## src/rtl/id_issue_ctrl.sv

```systemverilog
// Single-slot issue controller between ID and EX: decodes the held instruction,
// checks it against the register scoreboard and releases it once it is hazard-free.
module id_issue_ctrl #(
    parameter int STALL_W = 16
) (
    input  logic               clk,
    input  logic               rst,
    input  logic               in_valid,
    output logic               in_ready,
    input  logic [31:0]        instruction,
    output logic               out_valid,
    input  logic               out_ready,
    output logic [31:0]        out_instr,
    output logic [1:0]         out_type,
    input  logic               wb_valid,
    input  logic [4:0]         wb_rd,
    input  logic               flush,
    output logic [31:0]        pending,
    output logic               halted,
    output logic [STALL_W-1:0] stall_count
);

    typedef enum logic [1:0] {
        ST_RUN,
        ST_DRAIN,
        ST_HALTED
    } state_t;

    localparam logic [1:0] TYPE_R    = 2'd0;
    localparam logic [1:0] TYPE_J    = 2'd1;
    localparam logic [1:0] TYPE_HALT = 2'd2;
    localparam logic [1:0] TYPE_I    = 2'd3;

    localparam logic [5:0] OP_HALT = 6'h3f;

    state_t      state;
    state_t      state_next;
    logic        slot_valid;
    logic [31:0] slot_instr;
    logic [31:0] pending_next;

    logic [5:0]  opcode;
    logic [4:0]  rs;
    logic [4:0]  rt;
    logic [4:0]  rd;
    logic        use_rs;
    logic        use_rt;
    logic        dst_en;
    logic [4:0]  dst;
    logic        is_halt;
    logic        hazard;
    logic        issue;
    logic        capture;
    logic        stall_inc;

    assign opcode = slot_instr[31:26];
    assign rs     = slot_instr[25:21];
    assign rt     = slot_instr[20:16];
    assign rd     = slot_instr[15:11];

    always_comb begin
        out_type = TYPE_I;
        use_rs   = 1'b0;
        use_rt   = 1'b0;
        dst_en   = 1'b0;
        dst      = rt;
        is_halt  = 1'b0;
        case (opcode)
            6'h00: begin
                out_type = TYPE_R;
                use_rs   = 1'b1;
                use_rt   = 1'b1;
                dst_en   = 1'b1;
                dst      = rd;
            end
            6'h02: out_type = TYPE_J;
            OP_HALT: begin
                out_type = TYPE_HALT;
                is_halt  = 1'b1;
            end
            // Store and branches read rt rather than writing it.
            6'h2b, 6'h04, 6'h05: begin
                use_rs = 1'b1;
                use_rt = 1'b1;
            end
            default: begin
                use_rs = 1'b1;
                dst_en = 1'b1;
            end
        endcase
    end

    // r0 is hard-wired zero, so it can never be the cause of a stall.
    assign hazard = is_halt ? (|pending)
                  : ((use_rs && rs != 5'd0 && pending[rs]) ||
                     (use_rt && rt != 5'd0 && pending[rt]) ||
                     (dst_en && dst != 5'd0 && pending[dst]));

    assign out_valid = !rst && slot_valid && !hazard && !flush && (state != ST_HALTED);
    assign issue     = out_valid && out_ready;
    assign in_ready  = !rst && (state == ST_RUN) && !flush && (!slot_valid || issue);
    assign capture   = in_valid && in_ready;
    assign stall_inc = slot_valid && !issue && (state != ST_HALTED);

    assign out_instr = slot_instr;
    assign halted    = (state == ST_HALTED);

    always_comb begin
        state_next = state;
        case (state)
            ST_RUN:    if (capture && instruction[31:26] == OP_HALT) state_next = ST_DRAIN;
            ST_DRAIN:  if (flush) state_next = ST_RUN;
                       else if (issue) state_next = ST_HALTED;
            ST_HALTED: state_next = ST_HALTED;
            default:   state_next = ST_RUN;
        endcase
    end

    // Retirement is applied before the new claim so a same-register collision stays set.
    always_comb begin
        pending_next = pending;
        if (wb_valid) pending_next[wb_rd] = 1'b0;
        if (issue && dst_en && dst != 5'd0) pending_next[dst] = 1'b1;
    end

    always_ff @(posedge clk) begin
        if (rst) begin
            state       <= ST_RUN;
            slot_valid  <= 1'b0;
            slot_instr  <= 32'd0;
            pending     <= 32'd0;
            stall_count <= '0;
        end else begin
            state   <= state_next;
            pending <= pending_next;
            if (stall_inc && stall_count != {STALL_W{1'b1}})
                stall_count <= stall_count + 1'b1;
            if (flush && state != ST_HALTED) begin
                slot_valid <= 1'b0;
            end else if (capture) begin
                slot_valid <= 1'b1;
                slot_instr <= instruction;
            end else if (issue) begin
                slot_valid <= 1'b0;
            end
        end
    end

endmodule

```

## config.mk

```make
export PLATFORM = sky130hd
export DESIGN_NAME = id_issue_ctrl
export DESIGN_NICKNAME = d
export VERILOG_FILES = /design/src/rtl/id_issue_ctrl.sv
export SDC_FILE = /design/constraint.sdc
export NUM_CORES = 1
export LEC_CHECK = 0
export BUFFER_PORTS_ARGS = -buffer_cell sky130_fd_sc_hd__buf_2
export CAP_MARGIN = 10
export CORE_MARGIN = 3
export CORE_UTILIZATION = 49
export CTS_CLUSTER_SIZE = 25
export DETAILED_ROUTE_END_ITERATION = 8
export GPL_TIMING_DRIVEN = 0
export MAX_ROUTING_LAYER = met4
export PLACE_DENSITY_LB_ADDON = 0.05
export SYNTH_ARGS = -nofsm -noshare
export SYNTH_HDL_FRONTEND = slang
export SYNTH_SLANG_ARGS = --single-unit
```

## constraint.sdc

```tcl
create_clock -name clk -period 3.1 [get_ports clk]
set_input_delay 0.775 -clock clk [delete_from_list [all_inputs] [get_ports clk]]
set_output_delay 0.775 -clock clk [all_outputs]
set_load 0.005 [all_outputs]
```

==> run summary, run 1 <==
The flow ran to the end, but the final reports show violations. The final reports fail on setup timing. At the worst endpoint, the required time is 2.32 ns. In the synthesized netlist the dominant register cell turns out to be sky130_fd_sc_hd__dfxtp_1. The area occupied by multi-input gates came out at 3710 um^2. Setup slack on the critical path of the routed design comes to -0.578 ns. Counting flops with a built-in enable in the synthesized netlist gives 0. The clock latency of the later-clocked register in the worst-skew pair is 0.37 ns. The number of nets in the synthesized netlist is 691. For this run, the share of the core covered by cells in the final layout is 69.8%. The number of fill cells is 799.

The global-route usage over all layers came out at 36.5%. The number of I/O port buffers is 127. The worst hold slack after final layout is 0.458 ns.

In the synthesized netlist, the number of instances is 647. In this run the power density over the cells is 354 nW/um^2. The residual antenna-violating net count after detailed routing is 0. The via count of the first global-routing pass came to 5,915. The post-route minimum period came out at 3.68 ns.

The first-pass GRT wire length is 32.1 mm. The mean instance size in the synthesized netlist came out at 8.01 um^2. Once the floorplan was initialized, standard cells occupied 51.6% of the core.

The total congestion overflow is 0. The max-slew violation count was 0. The post-route clock skew came out at 0.0185 ns. Setup repair after global routing could not meet its margin everywhere. The clock drives 83 sinks.

The placed wire-length estimate is 15.2 mm. The fraction of layout cells with a size suffix above 1 came out at 38.1%. The share of synthesized registers carrying an async set or reset is 0%.

The unique cell type count in the Yosys netlist came out at 69. The die extent in y is 109 um. Using the TritonRoute via totals, the vias-per-cell ratio works out to 6.64.

Timing would allow up to 272 MHz. The first-pass detailed-route iteration total is 5. The worst hold path stage count came out at 2. The slew at the pin closest to its max-slew limit is 0.985 ns. The tightest min-delay check is of the register to register type. The number of rows created at floorplan came out at 36.

Before CTS, the worst setup slack after placement is -0.862 ns. Compared with the post-synthesis result, the final layout area differs by 35.4%. The chip width is 109 um. Across the VDD grid, the largest voltage drop is 0.268 mV. STA classifies the critical path startpoint as a register.

The arrival time of the worst setup path is 2.90 ns. The die covers 11,800 um^2. The number of levels in the clock H-tree is 3. In this run, post-CTS hold repair placed 0 buffers.

The clock transition at the register clock pins on the worst setup and hold paths after CTS is 0.10 ns. Entering global routing, the biggest net connects 14 pins. The number of buffers on the longest clock path came out at 2.

Yosys printed 0 warnings. The last weighted congestion value of the routability-driven placer is 1.03. The register bit count reported by yosys came out at 83. The cell sitting at the root of the clock tree is a sky130_fd_sc_hd__clkbuf_8. The final clock period utilization by the worst path came out at 119%. The hold violation count in the final report is 0.

Setup violations remaining at the end of the flow were counted as 46. TritonCTS built the clock tree. The critical path in this run is classified as register to output port. The number of diodes added for antenna fixing is 0. The max-cap check violation count came out at 0. The cell area after synthesis came out at 5180 um^2. For this run, the post-layout net count is 865. The average wire per cell in the routed design is 22.6 um. The first routing iteration left 614 violations. The total I/O pin count is 128. Sequential elements use 32.1% of the synthesized area. The floorplan step defined a core boundary enclosing 10,000 um^2.

The routed via count is 6,358. For this run, design rule violations remaining after detail routing come to 0. The top fanout value on the critical path came out at 9.

In this run the tightest slew margin relative to its limit is 34.3%. The leakage power figure is 2.67 nW. The worst setup path is captured at an output port.

In this run, CTS created clock tree buffers numbering 9. The number of cells on the worst reg-to-reg path is 13. Registers take 1680 um^2. Wires add up to 21.7 mm.

The initial antenna violation count is 0.
[layout make-up]
class,instances,area share [%]
Multi-Input combinational cell,508,52.8
Sequential cell,83,23.9
Timing Repair Buffer,169,14.3
Buffer,38,3.25
Tap cell,133,2.37
Clock buffer,11,1.87
Clock inverter,4,0.749
Inverter,12,0.696
[final timing paths]
check	start	endpoint	slack, ns
worst max-delay path	out_instr[21]	in_ready	-0.58
worst min-delay path	out_instr[6]	out_instr[6]	0.46
worst min register to register	out_instr[6]	out_instr[6]	0.46
worst max register to register	out_instr[31]	out_instr[22]	-0.33
[worst max-delay path, cell delays in order, from the launching register on]
cell	delay (ns)
sky130_fd_sc_hd__dfxtp_1	0.33
sky130_fd_sc_hd__buf_2	0.23
sky130_fd_sc_hd__mux4_2	0.55
sky130_fd_sc_hd__o2111a_1	0.27
sky130_fd_sc_hd__o31ai_4	0.40
sky130_fd_sc_hd__nand4_1	0.27
sky130_fd_sc_hd__o21ai_4	0.20
sky130_fd_sc_hd__and3_1	0.16
sky130_fd_sc_hd__buf_2	0.11
[per-stage QoR]
| stage | cells | instance area (um^2) | total power, W | TNS, ns |
|---|---|---|---|---|
| 2_1_floorplan | 647 | 5200 | 0.00139 | -0.0335 |
| 3_3_place_gp | 907 | 6000 | 0.00154 | -36.24 |
| 3_5_place_dp | 907 | 6000 | 0.00155 | -41.05 |
| 4_1_cts | 944 | 6620 | 0.00242 | -7.28 |
| 5_1_grt | 958 | 7010 | 0.00256 | -13.57 |
| 6_report | 958 | 7010 | 0.00248 | -9.25 |
[flip-flops by register name, summed over array words and instances (netlist names)]
signal       flops
slot_valid       1
pending         32
stall_count     16
state            2
out_instr       32
[logic make-up after synthesis]
group,share of synthesized area [%]
and+or+nand+nor,29.0
xor gates and xnor gates,0.846
buffers and inverters,4.93
muxes,7.56
adders and majority gates,0.242
AOI/OAI and AO/OA,25.4
DFF,32.1
[where the power goes]
group | switching [W] | leakage [nW] | total [W] | internal, W
Combinational | 0.000337 | 1.90 | 0.000576 | 0.000240
Clock | 0.000427 | 0.0934 | 0.000799 | 0.000371
Sequential | 0.0000278 | 0.675 | 0.00111 | 0.00108
[routing by layer]
layer | vias up | global-route usage, % | share of wire [%]
met2 | 410 | 55.7 | 45
li1 | 2806 | - | -
met3 | 77 | 8.53 | 11
met5 | - | - | 0
met4 | 0 | 14.2 | 3.3
met1 | 3065 | 47.0 | 40
[synthesized netlist by cell type (13+ instances only)]
master	n	share of area (%)
sky130_fd_sc_hd__a21oi_1	53	5.1
sky130_fd_sc_hd__nand2b_1	14	1.7
sky130_fd_sc_hd__o21bai_1	15	2.2
sky130_fd_sc_hd__nand2_1	33	2.4
sky130_fd_sc_hd__o21ai_0	64	6.2
sky130_fd_sc_hd__nor4_1	17	2.1
sky130_fd_sc_hd__o21ai_1	22	2.1
sky130_fd_sc_hd__clkbuf_1	30	2.2
sky130_fd_sc_hd__o31ai_1	14	2.0
sky130_fd_sc_hd__nor2_1	37	2.7
sky130_fd_sc_hd__nor2b_1	21	2.5
sky130_fd_sc_hd__dfxtp_1	83	32
sky130_fd_sc_hd__nand3_1	60	5.8
sky130_fd_sc_hd__nand4_1	13	1.6
[placed cells by master (no fill, tap or decap), drive strengths merged, types with 4 or more instances in the layout]
cell	n
or2	5
nand4	14
nor4	19
a21oi	53
clkbuf	35
buf	183
or3	11
dfxtp	83
nand2b	14
nand3b	12
nor2	39
and3	5
o22ai	6
or3b	4
o2111ai	4
o21bai	15
a21o	4
o31ai	14
mux2i	11
nand3	60
or4	4
inv	11
mux4	11
o21ai	87
nor2b	21
nand2	34
nor3	7
o211ai	5
and4	4
nor3b	4
[timing repair]
action / CTS / global route
gates resized for setup: 67 / 81
setup buffers: 25 / 20
pin swaps: 29 / 63
cloned: 2 / 2
endpoints found under the setup margin: 84 / 81
Power figures use the tool's default switching activity.
==> run 2: changes to the inputs <==
--- a/config.mk
+++ b/config.mk
@@ -13,7 +13,7 @@
 export DETAILED_ROUTE_END_ITERATION = 8
 export GPL_TIMING_DRIVEN = 0
 export MAX_ROUTING_LAYER = met4
-export PLACE_DENSITY_LB_ADDON = 0.05
+export PLACE_DENSITY = 0.84
 export SYNTH_ARGS = -nofsm -noshare
 export SYNTH_HDL_FRONTEND = slang
 export SYNTH_SLANG_ARGS = --single-unit
==> run 2 against run 1 <==
Against the previous run: the run still ends with setup timing left; combinational power grew 3%; critical path type unchanged; clock skew shrank 0.0011 ns; maximum frequency fell by 0.19%; cell count is 0.21% higher; largest power group unchanged.
==> run summary, run 2 (synthesized netlist as in run 1, its figures left out) <==
The number of fill cells came out at 785 (-1.8%). The fraction of layout cells with a size suffix above 1 is 39.8% (+1.7 points). The startpoint of the lowest-slack register-to-register path is out_instr[31].

The number of levels in the clock H-tree was 3 (unchanged). The checks that failed: setup timing. The fmax is 271 MHz (-0.19%). The violation count after the first detailed-route iteration was 761 (+24%). The worst hold slack after final layout is 0.463 ns (+0.00535 ns).

The most frequent standard cell in the layout excluding fill and tap cells is sky130_fd_sc_hd__buf_2. The tree is rooted in a sky130_fd_sc_hd__clkbuf_8. The launch point of the worst path is out_instr[31]. The placed wire-length estimate came out at 15.0 mm (-0.78%). The worst setup path is of the register to output port kind. The die extent in y is 109 um (unchanged).

The category of the worst setup path capture point is an output port. The number of cell instances on the worst register-to-register path is 13 (unchanged). Leaving out fill and tap cells, the most frequent cells in the layout are 127 x sky130_fd_sc_hd__buf_2, 75 x sky130_fd_sc_hd__dfxtp_1, 60 x sky130_fd_sc_hd__nand3_1. The max-slew violation count came out at 0 (unchanged). The worst-case vdd ir drop came out at 0.212 mV (-21%).

The total congestion overflow came out at 0 (unchanged). The first-pass GRT wire length is 33.4 mm (+3.9%). The clock latency of the later-clocked register in the worst-skew pair was 0.37 ns (about the same). The aggregate negative setup slack is -8.23 ns (+1.02 ns).

The headroom to the max-slew limit is 39.1% (+4.7 points). The total I/O pin count is 128 (unchanged). The last weighted congestion value of the routability-driven placer is 1.04 (+1.2%). The final clock period utilization by the worst path is 119% (+0.23 points). The delay of the slowest cell on the worst path is 0.57 ns (+0.02 ns). The number of buffers created by CTS is 9 (unchanged). The pre-CTS setup slack is -0.895 ns (-0.0328 ns). The number of I/O port buffers came out at 127 (unchanged). The data required time of the worst path came out at 2.32 ns (about the same). The number of vias per cell came out at 6.67 (+0.45%). The arrival time of the worst setup path is 2.91 ns (about the same). The worst setup margin came to -0.585 ns (-0.00710 ns).

The leakage power figure came to 2.71 nW (+1.3%). The initial cell density of the core is 51.6% (unchanged). STA classifies the critical path startpoint as a register. The slew at the pin closest to its max-slew limit was 0.914 ns (-0.0712 ns).

The final net count came out at 866 (+0.12%). The signal on the critical path passes through or4_4, buf_12, nor3_4, a21o_1, o221ai_1, a22o_1, nor4_4, o21ai_2, and3_1, buf_2. The via count of the first global-routing pass came to 6,105 (+3.2%). The initial antenna violation count is 0 (unchanged).

The routed via count is 6,400 (+0.66%). The pin count of the biggest net entering global routing came out at 14 (unchanged). The residual DRC count is 0 (unchanged). The average wire per cell in the routed design came out at 22.8 um (+0.98%).

The total number of clock tree sinks is 83 (unchanged). The post-route minimum period came out at 3.68 ns (+0.00710 ns). The chip width was 109 um (unchanged).

TritonCTS built the clock tree. The area of the die is 11,800 um^2 (unchanged). The count of final setup violators came out at 47 (+2.2%). The total detailed-routing wirelength came out at 21.9 mm (+1.2%).

The run finished, with violations left. The residual antenna-violating net count after detailed routing is 0 (unchanged). The worst flop-to-flop path endpoint is stall_count[9].

The path class of the tightest hold or removal check is register to register. The slowest stage of the critical path belongs to the cell sky130_fd_sc_hd__or4_4. The post-route clock skew came to 0.0174 ns (-0.00110 ns). The number of rows created at floorplan was 36 (unchanged). The clock transition at the register clock pins on the worst setup and hold paths after CTS is 0.09 ns (about the same). The global-route usage over all layers came to 37.6% (+1.1 points).

The first-pass detailed-route iteration total came out at 5 (unchanged). The core box area was 10,000 um^2 (unchanged). The number of buffers on the longest clock path came out at 2 (unchanged).

The post-synthesis to final-layout area growth is 37.6%. The hold violation count in the final report was 0 (unchanged). The top fanout value on the critical path came to 7 (-2). The areal power density over the cells was 342 nW/um^2 (-3.4%).

The max-cap check violation count is 0 (unchanged). The register-to-register setup slack came to -0.26 ns (+0.07 ns). Setup repair after global routing could not meet its margin everywhere.

In this run the worst setup path terminates at in_ready. The number of diodes added for antenna fixing is 0 (unchanged).
-- run 2: cell types whose count changed in the layout (fill, tap and decap cells not counted), moves of 3 or more --
cell / before / now
sky130_fd_sc_hd__a21oi_1: 45 / 35
sky130_fd_sc_hd__a21oi_2: 8 / 18
sky130_fd_sc_hd__buf_12: 1 / 4
sky130_fd_sc_hd__buf_4: 34 / 27
sky130_fd_sc_hd__buf_6: 14 / 18
sky130_fd_sc_hd__clkinv_2: 1 / 4
sky130_fd_sc_hd__o21ai_0: 58 / 52
sky130_fd_sc_hd__o21ai_2: 20 / 27
-- run 2: area by class of cell --
class | count | area, um^2 | share of cell area (%)
plain buffers | 36 | 215 | 3.02
clock buffers | 11 | 141 | 1.98
clock inverters | 5 | 28.8 | 0.404
inverters | 12 | 45.0 | 0.632
multi-input cells | 509 | 3780 | 53.0
flip-flops and latches | 83 | 1680 | 23.6
well taps | 133 | 166 | 2.33
repair buffers | 171 | 1070 | 15.0
-- run 2: metrics by stage --
step / area [um^2] / total power [W] / instances / util [%]
detailed placement: 6000 / 0.00155 / 907 / 59.7
global placement: 6000 / 0.00154 / 907 / 59.7
floorplan: 5200 / 0.00139 / 647 / -
global route: 7130 / 0.00253 / 960 / 71.0
CTS: 6890 / 0.00239 / 958 / 68.6
finish: 7130 / 0.00244 / 960 / 71.0
-- run 2: worst min-delay path by stage --
| stage | startpoint | endpoint | cells past startpoint |
|---|---|---|---|
| CTS | out_instr[9] | out_instr[9] | 2 |
| global placement | out_instr[2] | out_instr[2] | 2 |
| global route | out_instr[9] | out_instr[9] | 2 |
| finish | out_instr[2] | out_instr[2] | 2 |
| detailed placement | out_instr[3] | out_instr[3] | 2 |
| floorplan | out_instr[0] | out_instr[0] | 2 |
-- run 2: power breakdown --
group,leakage (nW),switching (W),internal (W)
logic,1.94,0.000340,0.000254
clock network,0.0928,0.000426,0.000310
registers,0.676,0.0000286,0.00108
-- run 2: what timing repair did --
action,4_1_cts,5_1_grt
hold buffers,0,0
resized for setup,110,74
pin swaps,73,50
setup buffers,35,16
setup endpoints to repair,84,84
gates cloned,6,0
-- run 2: critical path: cells and delay by family (launching register included) --
kind	cells	cell delay (ns)
AO/OA/AOI/OAI	4	0.69
buffers and inverters	2	0.29
flip-flops	1	0.37
AND/OR/NAND/NOR	4	1.19
-- run 2: per-layer routing --
layer  global-route usage, %  part of all wire, %
met1                    50.1                   40
met2                    58.0                   47
met3                    5.03                   10
met4                    14.4                  3.4
met5                       -                    0
==> run 3: changes to the inputs <==
--- a/config.mk
+++ b/config.mk
@@ -5,6 +5,7 @@
 export SDC_FILE = /design/constraint.sdc
 export NUM_CORES = 1
 export LEC_CHECK = 0
+export ABC_AREA = 1
 export BUFFER_PORTS_ARGS = -buffer_cell sky130_fd_sc_hd__buf_2
 export CAP_MARGIN = 10
 export CORE_MARGIN = 3
==> run 3 against run 2 <==
Against the previous run: the run still ends with setup timing left; sequential power barely moved; combinational power rose by 38%; non-clock buffer count fell by 22; flip-flop and latch count did not move; sequential share of layout area rose by 1.7 points; cell count rose by 21%; global-route usage fell by 8.7 points; clock power rose by 25%; largest cell class unchanged; largest power group unchanged; highest routed layer unchanged.
==> run summary, run 3 <==
The number of levels in the clock H-tree came out at 3 (unchanged). The cell area after synthesis was 5210 um^2 (+0.53%). In the layout the commonest cells are 220 x sky130_fd_sc_hd__nand2_1, 137 x sky130_fd_sc_hd__buf_2, 109 x sky130_fd_sc_hd__nor2_1. The pin count of the biggest net entering global routing is 15 (+1). Setup repair after global routing could not meet its margin everywhere. The met2 usage in global routing is 45.5% (-13 points). The post-route minimum period came out at 3.25 ns (-0.436 ns).

The global routing usage on met3 is 4.20% (-0.83 points). The clock transition at the register clock pins on the worst setup and hold paths after CTS is 0.09 ns (about the same). Compared with the post-synthesis result, the final layout area differs by 27.7%. The initial antenna violation count came out at 0 (unchanged). The first-pass GRT wire length is 26.3 mm (-21%). The residual DRC count came out at 0 (unchanged). The internal power is 0.00188 W (+15%). The fraction of layout cells with a size suffix above 1 came out at 23.5% (-16 points). The finished layout cell area came to 6650 um^2 (-6.7%). The count of final setup violators is 2 (-96%). The post-route clock skew is 0.0104 ns (-0.00708 ns). The total I/O pin count was 128 (unchanged).

The layer flagged by global routing as most heavily used is met2. The worst setup margin came to -0.149 ns (+0.436 ns). The clock share of power is 32.2% (+2.0 points). The worst-case vdd ir drop came to 0.242 mV (+14%). The kind of critical path is register to output port.

The number of buffers created by CTS is 9 (unchanged). The global-route track usage on met1 is 38.0% (-12 points). The final clock period utilization by the worst path is 105% (-14 points). The TritonCTS clock tree is done. The chip width came to 109 um (+0.25%). The number of I/O port buffers was 126 (-0.79%). The number of diodes added for antenna fixing is 0 (unchanged). The share of synthesized registers carrying an async set or reset is 0% (unchanged). The run finished, with violations left. The slew at the pin closest to its max-slew limit came out at 0.558 ns (-0.357 ns). The clock latency of the later-clocked register in the worst-skew pair is 0.36 ns (about the same).

The core box area was 10,300 um^2 (+2.8%). The routed via count came out at 6,263 (-2.1%). The area of the die came out at 11,900 um^2 (+0.51%). By count the netlist is led by 229 x sky130_fd_sc_hd__nand2_1, 116 x sky130_fd_sc_hd__nor2_1, 99 x sky130_fd_sc_hd__inv_1, 83 x sky130_fd_sc_hd__dfxtp_1, 82 x sky130_fd_sc_hd__nand3_1.

The proportion of netlist area held by the largest area contributor came to 31.9% (-0.17 points). The via count of the first global-routing pass came out at 5,436 (-11%). The register bit count reported by yosys is 83 (unchanged). The synthesized design spends more area on one cell type than any other, namely sky130_fd_sc_hd__dfxtp_1. The top fanout value on the critical path is 4 (-3). The slowest stage of the critical path is the sky130_fd_sc_hd__dfxtp_4 cell.

The unique cell type count in the Yosys netlist came out at 34 (-51%). The hold violation count in the final report is 0 (unchanged). The residual antenna-violating net count after detailed routing came out at 0 (unchanged).

The final net count is 1,067 (+23%). The part of the Yosys area used for sequential elements came out at 31.9% (-0.17 points). The headroom to the max-slew limit was 62.5% (+23 points). The die extent in y came out at 109 um (+0.25%). The path class of the tightest hold or removal check is register to register.

The fmax is 308 MHz (+13%). The critical path goes through nor2_4, buf_6, nand4_1, nand2_2, buf_2, nand2_1, nand2_1, nand2_1, a21oi_1, nor2_2, nand3_2, nand4_4, a21boi_2, buf_2. The final reports fail on setup timing. The number of nets in the synthesized netlist is 906 (+31%). The pre-CTS setup slack is -0.00854 ns (+0.886 ns). The total number of clock tree sinks came out at 83 (unchanged).

The combinational power share came out at 28.8% (+4.4 points). The total detailed-routing wirelength came out at 16.9 mm (-23%). The max-cap check violation count is 0 (unchanged). The mean instance size in the synthesized netlist was 6.04 um^2 (-25%). The first-pass detailed-route iteration total is 6 (+1). The dominant cell by count in the synthesized netlist is sky130_fd_sc_hd__nand2_1.

The leakage power figure is 3.20 nW (+18%). The max-slew violation count came out at 0 (unchanged). The arrival time of the worst setup path came to 2.47 ns (-0.44 ns). The violation count after the first detailed-route iteration came to 657 (-14%).

The placed wire-length estimate came out at 12.2 mm (-19%). The last weighted congestion value of the routability-driven placer came out at 0.947 (-8.8%). The initial cell density of the core is 50.4% (-1.1 points). The clock tree root driver cell is sky130_fd_sc_hd__clkbuf_8. The global-route usage over all layers is 28.9% (-8.7 points).

The aggregate negative setup slack came out at -0.285 ns (+7.95 ns). The worst setup path is captured at an output port. The count of yosys warnings during synthesis is 0 (unchanged). The switching part of the total power came to 33.8% (+1.3 points).

The delay of the slowest cell on the worst path came out at 0.37 ns (-0.20 ns). The placement-stage cell area is 6010 um^2 (+0.17%). The number of vias per cell came out at 5.38 (-19%). The count of mapped cells out of synthesis is 862 (+33%). The number of enable-type register cells in the synthesized netlist was 0 (unchanged).

The most used cell along the critical path is sky130_fd_sc_hd__nand2_1. The areal power density over the cells is 428 nW/um^2 (+25%). Among all flip-flop cells after synthesis, the most frequent one is sky130_fd_sc_hd__dfxtp_1. The average wire per cell in the routed design came to 14.5 um (-36%). The sequential fraction of design power is 39.0% (-6.5 points).

The data required time of the worst path came out at 2.32 ns (about the same). The number of rows created at floorplan came to 37 (+2.8%). The core utilization of the finished layout was 64.4% (-6.6 points). The number of buffers on the longest clock path came out at 2 (unchanged). Leaving out fill and tap cells, the most frequent cell in the layout is sky130_fd_sc_hd__nand2_1.

The type of element launching the critical path is a register. The total congestion overflow came out at 0 (unchanged). The power dissipated by switching net loads is 0.000964 W (+21%). Yosys attributes the largest share of cell area to sky130_fd_sc_hd__dfxtp_1 32%, sky130_fd_sc_hd__nand2_1 17%, sky130_fd_sc_hd__nor2_1 8.4%.
run 3: changes by cell type after synthesis, sizes merged, moves of 15 or more:
cell / previous run / this run
a21oi: 53 / 76
clkbuf: 30 / 13
inv: 12 / 100
nand2: 34 / 234
nand3: 60 / 86
nor2: 39 / 121
nor2b: 21 / 0
o21ai: 87 / 66
o21bai: 15 / 0
run 3: per-stage QoR:
| step | power, W | hold slack [ns] | instances |
|---|---|---|---|
| 3_5_place_dp | 0.00176 | 0.478 | 1124 |
| 2_1_floorplan | 0.00157 | 0.464 | 862 |
| 4_1_cts | 0.00278 | 0.491 | 1156 |
| 5_1_grt | 0.00298 | 0.512 | 1164 |
| 6_report | 0.00285 | 0.496 | 1164 |
| 3_3_place_gp | 0.00175 | 0.467 | 1124 |
run 3: power by group through the flow:
stage	sequential [W]	clock, W	combinational (W)
finish	0.00111	0.000918	0.000821
global route	0.00111	0.000969	0.000900
CTS	0.00111	0.000931	0.000740
detailed placement	0.00114	0	0.000620
global placement	0.00114	0	0.000613
floorplan	0.00114	0	0.000438
run 3: final cells by class:
| type | instances | area (um^2) |
|---|---|---|
| Clock buffer | 11 | 151 |
| Tap cell | 136 | 170 |
| Fill cell | 971 | 3670 |
| Sequential cell | 83 | 1680 |
| Inverter | 103 | 402 |
| Multi-Input combinational cell | 641 | 3120 |
| Timing Repair Buffer | 150 | 827 |
| Buffer | 35 | 211 |
| Clock inverter | 5 | 83.8 |
run 3: cells by family after synthesis:
kind of cell               count (synthesis)  share of synthesized area, %
DFF                                       83                          31.9
and+or+nand+nor                          482                          40.3
xor gates and xnor gates                  13                          2.19
adders and majority gates                  1                         0.240
AOI/OAI and AO/OA                        145                          14.2
buffers and inverters                    138                          11.1
run 3: metal layers:
layer  share of wire (%)  up-vias  wire length, um
li1                    -     3101                -
met1                  42     2772             7110
met2                  46      332             7780
met3                 8.8       58             1490
met4                 2.9        0              497
met5                   0        -                0
run 3: final timing paths:
check                                        to  cells past startpoint  slack [ns]            start
worst min-delay path            stall_count[15]                      2        0.50  stall_count[15]
worst max register to register    out_instr[21]                     20        0.21    out_instr[28]
worst max-delay path                   in_ready                     14       -0.15    out_instr[28]
worst min register to register  stall_count[15]                      2        0.50  stall_count[15]
run 3: worst max-delay path: cells and delay by family (launching register included):
kind / cells / cell delay, ns
simple gates: 9 / 0.96
buf+inv: 3 / 0.43
compound gates: 2 / 0.35
flops: 1 / 0.37
run 3: repair_timing:
| item | 4_1_cts | 5_1_grt |
|---|---|---|
| gates resized for setup | 49 | 23 |
| endpoints found under the hold margin | 0 | 0 |
| endpoints found under the setup margin | 2 | 12 |
| gates cloned | 1 | 1 |
| setup buffers | 15 | 7 |
| hold buffers | 0 | 0 |
| pin swaps | 14 | 14 |
